--- src/rtl/mem_bist_pkg.sv ---
// Shared types and constants for the memory BIST controller:
// march phase encoding, per-phase access control lookup and default seed.
package mem_bist_pkg;

  typedef enum logic [2:0] {
    IDLE = 3'd0,
    WR0  = 3'd1,
    RD0  = 3'd2,
    WR1  = 3'd3,
    RD1  = 3'd4,
    DONE = 3'd5
  } state_t;

  typedef struct packed {
    logic wr;   // 1 = write phase
    logic inv;  // 1 = inverted pattern
  } phase_ctl_t;

  localparam logic [7:0] DEFAULT_PATTERN = 8'hA5;

  function automatic phase_ctl_t phase_ctl(input state_t s);
    phase_ctl_t c;
    c = '0;
    case (s)
      WR0:     c = '{wr: 1'b1, inv: 1'b0};
      RD0:     c = '{wr: 1'b0, inv: 1'b0};
      WR1:     c = '{wr: 1'b1, inv: 1'b1};
      RD1:     c = '{wr: 1'b0, inv: 1'b1};
      default: c = '0;
    endcase
    return c;
  endfunction

  function automatic state_t next_phase(input state_t s);
    state_t n;
    case (s)
      WR0:     n = RD0;
      RD0:     n = WR1;
      WR1:     n = RD1;
      default: n = DONE;
    endcase
    return n;
  endfunction

endpackage

--- src/rtl/mem_bist_err_log.sv ---
// Read-mismatch bookkeeping: saturating error counter, first failing
// address latch and the zero-error (pass) indication.
module mem_bist_err_log
  import mem_bist_pkg::*;
#(
  parameter int unsigned ADDR_WIDTH = 5
) (
  input  logic                  clk,
  input  logic                  res,
  input  logic                  clear,
  input  logic                  cmp_en,
  input  logic                  mismatch,
  input  logic [ADDR_WIDTH-1:0] addr,
  output logic [ADDR_WIDTH+1:0] err_count,
  output logic [ADDR_WIDTH-1:0] first_fail_addr,
  output logic                  pass
);

  // err_count can never return to zero inside a run, so it doubles as
  // the "no mismatch seen yet" flag for the first-fail latch.
  always_ff @(posedge clk or negedge res) begin
    if (!res) begin
      err_count       <= '0;
      first_fail_addr <= '0;
    end else if (clear) begin
      err_count       <= '0;
      first_fail_addr <= '0;
    end else if (cmp_en && mismatch) begin
      if (err_count != '1) err_count <= err_count + 1'b1;
      if (err_count == '0) first_fail_addr <= addr;
    end
  end

  assign pass = (err_count == '0);

endmodule

--- src/rtl/mem_bist_ctrl.sv ---
// March BIST master (write P, read P, write ~P, read ~P) over a valid/ready
// memory port. Optional per-transaction timeout: define MEM_BIST_TIMEOUT_EN.
module mem_bist_ctrl
  import mem_bist_pkg::*;
#(
  parameter int unsigned      WIDTH      = 8,
  parameter int unsigned      DEPTH      = 32,
  parameter int unsigned      ADDR_WIDTH = $clog2(DEPTH),
  parameter logic [WIDTH-1:0] PATTERN    = DEFAULT_PATTERN
`ifdef MEM_BIST_TIMEOUT_EN
  , parameter int unsigned    TIMEOUT    = 16
`endif
) (
  input  logic                  clk,
  input  logic                  res,
  input  logic                  start,
  output logic                  busy,
  output logic                  done,
  output logic                  pass,
  output logic [ADDR_WIDTH+1:0] err_count,
  output logic [ADDR_WIDTH-1:0] first_fail_addr,
  output logic                  valid,
  output logic                  wr_rd,
  output logic [ADDR_WIDTH-1:0] addr,
  output logic [WIDTH-1:0]      wdata,
  input  logic [WIDTH-1:0]      rdata,
  input  logic                  ready
`ifdef MEM_BIST_TIMEOUT_EN
  , output logic                timeout
`endif
);

  state_t                  state, nxt_state;
  logic [ADDR_WIDTH-1:0]   nxt_addr;
  logic                    nxt_valid;
  logic                    xfer, idle_start, last_addr;
  logic                    to_hit, to_flag, err_pass;
  phase_ctl_t              cur_ctl, nxt_ctl;
  logic [WIDTH-1:0]        cur_data, nxt_data, expected;

  function automatic logic [WIDTH-1:0] seed_data(input logic [ADDR_WIDTH-1:0] a);
    logic [WIDTH+ADDR_WIDTH-1:0] ext;
    ext = {{WIDTH{1'b0}}, a};
    return PATTERN ^ ext[WIDTH-1:0];
  endfunction

  assign xfer       = valid && ready;
  assign idle_start = start && ((state == IDLE) || (state == DONE));
  assign last_addr  = (addr == ADDR_WIDTH'(DEPTH - 1));

`ifdef MEM_BIST_TIMEOUT_EN
  localparam int unsigned TW = $clog2(TIMEOUT + 1);
  logic [TW-1:0] to_cnt;

  assign to_hit  = valid && !ready && (to_cnt == TW'(TIMEOUT - 1));
  assign to_flag = timeout;

  always_ff @(posedge clk or negedge res) begin
    if (!res) begin
      to_cnt  <= '0;
      timeout <= 1'b0;
    end else begin
      if (idle_start || xfer)  to_cnt <= '0;
      else if (valid && !ready) to_cnt <= to_cnt + 1'b1;
      if (idle_start)   timeout <= 1'b0;
      else if (to_hit)  timeout <= 1'b1;
    end
  end
`else
  assign to_hit  = 1'b0;
  assign to_flag = 1'b0;
`endif

  // Next request is computed ahead so the port registers load it on the
  // completing edge; during a stall every next-value equals the current one.
  always_comb begin
    nxt_state = state;
    nxt_addr  = addr;
    nxt_valid = valid;
    case (state)
      IDLE, DONE: begin
        if (start) begin
          nxt_state = WR0;
          nxt_addr  = '0;
          nxt_valid = 1'b1;
        end
      end
      default: begin
        if (to_hit) begin
          nxt_state = DONE;
          nxt_valid = 1'b0;
        end else if (xfer) begin
          if (last_addr) begin
            nxt_addr  = '0;
            nxt_state = next_phase(state);
            nxt_valid = (state != RD1);
          end else begin
            nxt_addr = addr + 1'b1;
          end
        end
      end
    endcase
  end

  always_comb begin
    nxt_ctl  = phase_ctl(nxt_state);
    nxt_data = seed_data(nxt_addr);
    cur_ctl  = phase_ctl(state);
    cur_data = seed_data(addr);
    expected = cur_ctl.inv ? ~cur_data : cur_data;
  end

  always_ff @(posedge clk or negedge res) begin
    if (!res) begin
      state <= IDLE;
      valid <= 1'b0;
      wr_rd <= 1'b0;
      addr  <= '0;
      wdata <= '0;
      busy  <= 1'b0;
      done  <= 1'b0;
      pass  <= 1'b0;
    end else begin
      state <= nxt_state;
      valid <= nxt_valid;
      addr  <= nxt_addr;
      wr_rd <= nxt_ctl.wr;
      wdata <= nxt_ctl.wr ? (nxt_ctl.inv ? ~nxt_data : nxt_data) : '0;
      busy  <= (nxt_state != IDLE) && (nxt_state != DONE);
      // done/pass follow one cycle into DONE so the last compare is counted
      if (idle_start) begin
        done <= 1'b0;
        pass <= 1'b0;
      end else if (state == DONE) begin
        done <= 1'b1;
        pass <= err_pass && !to_flag;
      end
    end
  end

  mem_bist_err_log #(
    .ADDR_WIDTH (ADDR_WIDTH)
  ) u_err_log (
    .clk             (clk),
    .res             (res),
    .clear           (idle_start),
    .cmp_en          (xfer && !wr_rd),
    .mismatch        (rdata != expected),
    .addr            (addr),
    .err_count       (err_count),
    .first_fail_addr (first_fail_addr),
    .pass            (err_pass)
  );

endmodule

--- config.mk ---
export PLATFORM = sky130hd
export DESIGN_NAME = mem_bist_ctrl
export DESIGN_NICKNAME = d
export VERILOG_FILES = /design/src/rtl/mem_bist_pkg.sv /design/src/rtl/mem_bist_err_log.sv /design/src/rtl/mem_bist_ctrl.sv
export SDC_FILE = /design/constraint.sdc
export NUM_CORES = 1
export LEC_CHECK = 0
export CAP_MARGIN = 20
export CORE_MARGIN = 2
export CORE_UTILIZATION = 31
export CTS_CLUSTER_DIAMETER = 30
export CTS_CLUSTER_SIZE = 14
export DETAILED_ROUTE_END_ITERATION = 8
export MAX_ROUTING_LAYER = met4
export PLACE_DENSITY_LB_ADDON = 0.05
export SLEW_MARGIN = 10
export SYNTH_ARGS = -nofsm -noshare
export SYNTH_HDL_FRONTEND = slang
export SYNTH_SLANG_ARGS = --single-unit
--- constraint.sdc ---
create_clock -name clk -period 2.4 [get_ports clk]
set_input_delay 0.6 -clock clk [delete_from_list [all_inputs] [get_ports clk]]
set_output_delay 0.6 -clock clk [all_outputs]
set_load 0.01 [all_outputs]
[Word-level counts from Yosys, hierarchy flattened]
Index checks and enable logic that the tools add are counted.
Storage, ports and cells
  output and inout port bits: 30
  bits in registers: 33
  word-level logic and storage cells: 78
  input bits: 12
Operators by class
  equal/unequal tests: 14
  add/sub/neg operators: 2
  reduce and logical (&&, ||, !) cells: 20
  bitwise operators: 4
  muxes and demuxes: 28
Operator list (number)
  $mux W5: 7
  $mux W8: 3
  $mux W7: 3
  $not A8 Y8: 2
  $mux W3: 4
  $reduce_bool A2 Y1: 6
  $eq A3 B2 Y1 const B: 3
  $eq A3 B3 Y1 const B: 3
  $pmux W3 S3: 1
  $mux W1: 8
  $ne A8 B8 Y1: 1
  $not A2 Y4: 2
  $add A7 B1 Y7 const B: 1
  $logic_not A7 Y1: 1
  $ne A7 B7 Y1 const B: 1
  $eq A3 B1 Y1 const B: 2
  $ne A3 B3 Y1 const B: 2
  $pmux W2 S3: 1
  $add A5 B1 Y5 const B: 1
  $eq A5 B5 Y1 const B: 1
  $logic_and A1 B1 Y1: 5
  $reduce_and A2 Y1: 2
  $logic_not A3 Y1: 1
  $pmux W1 S3: 1
  6 further kinds: 6

[Logic depth before layout (Yosys ltp)]
  depth after elaboration: 9
  mapped depth: 8
  mapped depth without buffers: 8

[Hierarchy]
Synthesis repeated with hierarchy kept, for this count alone.
Unflattened totals
  cells, all modules: 216
  area, all modules: 1969.4 sq um
Modules (own cells, without submodules)
  mem_bist_ctrl: cells an instance 143, times used 1, sequential area each 500.5 sq um, area each 1272.5 sq um
  mem_bist_err_log: cells an instance 73, times used 1, sequential area each 300.3 sq um, area each 696.9 sq um

[Worst setup path after synthesis]
No wires, ideal clock.
  path kind: register to register
  from: reg addr[0]
  to: reg busy
  period minus slack after synthesis: 2.061 ns
  stages on the path, launching flop included: 8
  path slack: 0.339 ns
  setup time: 0.131 ns
  data required time: 2.269 ns
  data arrival time: 1.930 ns
  buffers on the path: 0
  path through: dfrtp_1 -> ha_1 -> and3_2 -> ha_1 -> and3_1 -> a21oi_1 -> o21ai_1 -> or3_1
Between the ends
  word-level cells in the longest chain between the ends: 6
  elaborated cells between the ends (all ways): 7
  classes of those cells: eq/ne: 2; mux: 3; reduce/logical: 2
Ends and longest elaborated chain
  from (decl): line mem_bist_ctrl.sv:24  | output logic [ADDR_WIDTH-1:0] addr,
  from (signal assigned): line mem_bist_ctrl.sv:126  | addr <= nxt_addr;
  $eq A5 B5 Y1 (*): line mem_bist_ctrl.sv:49  | assign last_addr = (addr == ADDR_WIDTH'(DEPTH - 1));
  $mux W3 (*): line mem_bist_ctrl.sv:93  | if (last_addr) begin
  $mux W3 (*): line mem_bist_ctrl.sv:92  | end else if (xfer) begin
  $mux W3 (*): line mem_bist_ctrl.sv:80  | case (state)
  via nxt_state[1]: line mem_bist_ctrl.sv:33  | state_t state, nxt_state;
  $ne A3 B3 Y1 or $reduce_bool A3 Y1 (tied branches): line mem_bist_ctrl.sv:129  | busy <= (nxt_state != IDLE) && (nxt_state != DONE);
  $logic_and A1 B1 Y1 (*): line mem_bist_ctrl.sv:129
  to (signal assigned): line mem_bist_ctrl.sv:129
  to (decl): line mem_bist_ctrl.sv:17  | output logic busy,
Mark *: on every way through the listed nets, which the timed path passes. The rest lies on a longest branch.
A chain may end at the register's enable or synchronous reset.

==> flow_summary.yaml <==
synthesis:
  synth_nets: 200
  synth_warnings: 0
  syn_area_um2: 1800
  yosys-top-cells-area: "dfrtp_1, mux2i_1, nand4_1"
  synth.yosys.seq_area_share_pct: 44.5
  synthArstFlopShare_pct: 100
  post-synth-top-area-cell: "dfrtp_1"
  syn_inst: 184
  synth.distinct_cells: 45
  synthFlopType: "dfrtp_1"
  synth_top_cell_area_share_pct: 44.5
  synth_seq_cells: 32
  synth-edff-count: 0
  syn_avg_cell_area_um2: 9.79
final_layout:
  fillCellCount: 555
  area_growth_pct: 40.1
  multi_input_area_um2: 933
  final_area_um2: 2520
  post-route-util_pct: 45.3
  antenna_cells: 0
  fin_nets: 261
  final_common_cell: "clkdlybuf4s50_1"
  final_cell_mix: "clkdlybuf4s50_1, dfrtp_1, buf_4"
  seq_area_um2: 801
  drive_gt1_share_pct: 14.2
die:
  num_rows: 27
  die-area_um2: 6430
  die_w_um: 80.2
  die_h_um: 80.2
  io_pins: 42
  core_um2: 5570
  initial_core_util_pct: 32.3
clock_tree:
  clk_pin_slew_worst_paths_ns: 0.07
  cts_htree_levels: 2
  cts.sinks: 32
  cts_root_buf: "clkbuf_8"
  cts_tree: "built"
  clk_path_buf_depth: 2
  numCtsBuffers: 5
  clock_latency_ns: 0.28
setup_path:
  cp_data_arrival_time_ns: 2.40
  critPathMaxFanout: 6
  cp_slowest_stage_delay_ns: 0.46
  critPathLaunchType: "flop"
  end_kind: "flop"
  reg2regPathDepth: 8
  required_ns: 2.61
  cp_slowest_cell: "o211ai_1"
  path_class: "flop to flop"
  crit_chain: "ha_1, and3_2, ha_1, nand3_2, nand2_1, o211ai_1, nand2_1, mux2i_1"
power:
  power.total_mw: 2.03
  vdd_drop_max_uv: 414
  cellLeakagePower_nw: 1.09
  p_per_area_nw_per_um2: 806
placement:
  port_buffers: 41
  place_ws_ns: -0.0220
  finalWeightedCongestion: 0.857
  postPlaceCellArea_um2: 2400
  hpwl_mm: 3.42
global_routing:
  antenna_found_initial: 0
  grt_util_all_layers_pct: 15.7
  grt_remaining_overflow: 0
  grt_pass1_wl_mm: 7.63
  grt_pass1_vias: 1600
  grt_max_degree: 33
timing:
  timing.final.max_slew_violations: 0
  hold_viol: 0
  fmax_mhz: 457
  finalSetupViolCount: 0
  finClkSkew_ns: 0.00478
  worst_pin_slew_ns: 0.499
  finalSetupTns_ns: 0
  fin_crit_ns: 2.19
  slew-limit-headroom_pct: 66.5
  rsz0062_at_grt: "false"
  fin_crit_sh_pct: 91.2
  setup_ws_ns: 0.210
drt:
  final_antenna_net_count: 0
  dr.pass1.iters: 4
  first_iter_violations: 55
  totalWireLength_mm: 4.52
  wl_per_cell_um: 14.2
  vias: 1629
  vias_per_cell: 5.12
  drcViolationCount: 0
worst_hold_path:
  hold_class: "flop to flop"
  min_delay_path_depth: 2
run:
  maxCapViolCount: 0
run_status:
  outcome: "completed"
final timing paths:
check	startpoint	to	slack [ns]
min in group asynchronous	res	addr[2]	0.73
min reg2reg	u_err_log.first_fail_addr[3]	u_err_log.first_fail_addr[3]	0.54
max	addr[0]	wdata[4]	0.21
max in group asynchronous	res	wr_rd	1.38
max reg2reg	addr[0]	wdata[4]	0.21
min	u_err_log.first_fail_addr[3]	u_err_log.first_fail_addr[3]	0.54
cell type report:
type                       count  area share, %
clock buffer                   6           2.88
clock inverter                 2           1.39
inverter                      10           1.49
multi-input combinational    136           37.0
sequential                    32           31.7
tap                           72           3.57
timing repair buffer          60           21.9
registers in the layout, indices dropped and copies added (netlist names):
| name | flops |
|---|---|
| addr | 5 |
| busy | 1 |
| done | 1 |
| pass | 1 |
| state | 3 |
| u_err_log.err_count | 7 |
| u_err_log.first_fail_addr | 5 |
| valid | 1 |
| wdata | 7 |
| wr_rd | 1 |
report_power, final:
| part | switching (mW) | internal [mW] |
|---|---|---|
| Clock | 0.206 | 0.308 |
| Combinational | 0.383 | 0.427 |
| Sequential | 0.0685 | 0.640 |
critical path: cells and delay by family (launching register included):
family	cells	cell delay, ns
AND/OR/NAND/NOR	4	0.63
flip-flops	1	0.38
adder cells (fa/ha/maj)	2	0.48
AO/OA/AOI/OAI	1	0.46
multiplexers	1	0.17
synthesized netlist by cell type, drive strengths merged, types with 4 or more instances:
library cell  instances
ha                    4
nor2                 11
xor2                  6
nand2b                6
nand4                11
o211ai                4
nand2                 9
inv                  10
buf                   5
dfrtp                32
a21oi                13
and3                  5
o21ai                15
mux2i                 7
metrics by stage:
stage          std cells  hold slack [ns]
3_3_place_gp         309            0.528
5_1_grt              318            0.563
2_1_floorplan        184            0.304
6_report             318            0.544
3_5_place_dp         309            0.538
4_1_cts              317            0.548
timing repair:
action / in CTS / in global routing
endpoints found under the setup margin: 0 / 3
hold buffers: 0 / 0
setup buffers: 0 / 1
resized for setup: 0 / 1
endpoints found under the hold margin: 0 / 0
routing by layer:
metal	part of all wire, %	vias up	global-route usage, %
li1	-	797	-
met1	47	783	19.8
met2	47	37	24.2
met3	4.4	12	4.38
met4	2.1	0	5.76
met5	0	-	-
kinds of logic (layout without fill, tap and decap cells):
kind of cell    Yosys count  count (layout)  share of synthesized area [%]
simple gates             67              67                           22.0
flops                    32              32                           44.5
xor+xnor                  9               9                           4.38
mux                       7               7                           3.89
buf+inv                  16              78                           3.96
fa+ha+maj                 4               4                           2.78
compound gates           49              49                           18.5
No activity file was read; power rests on OpenSTA's default activity.
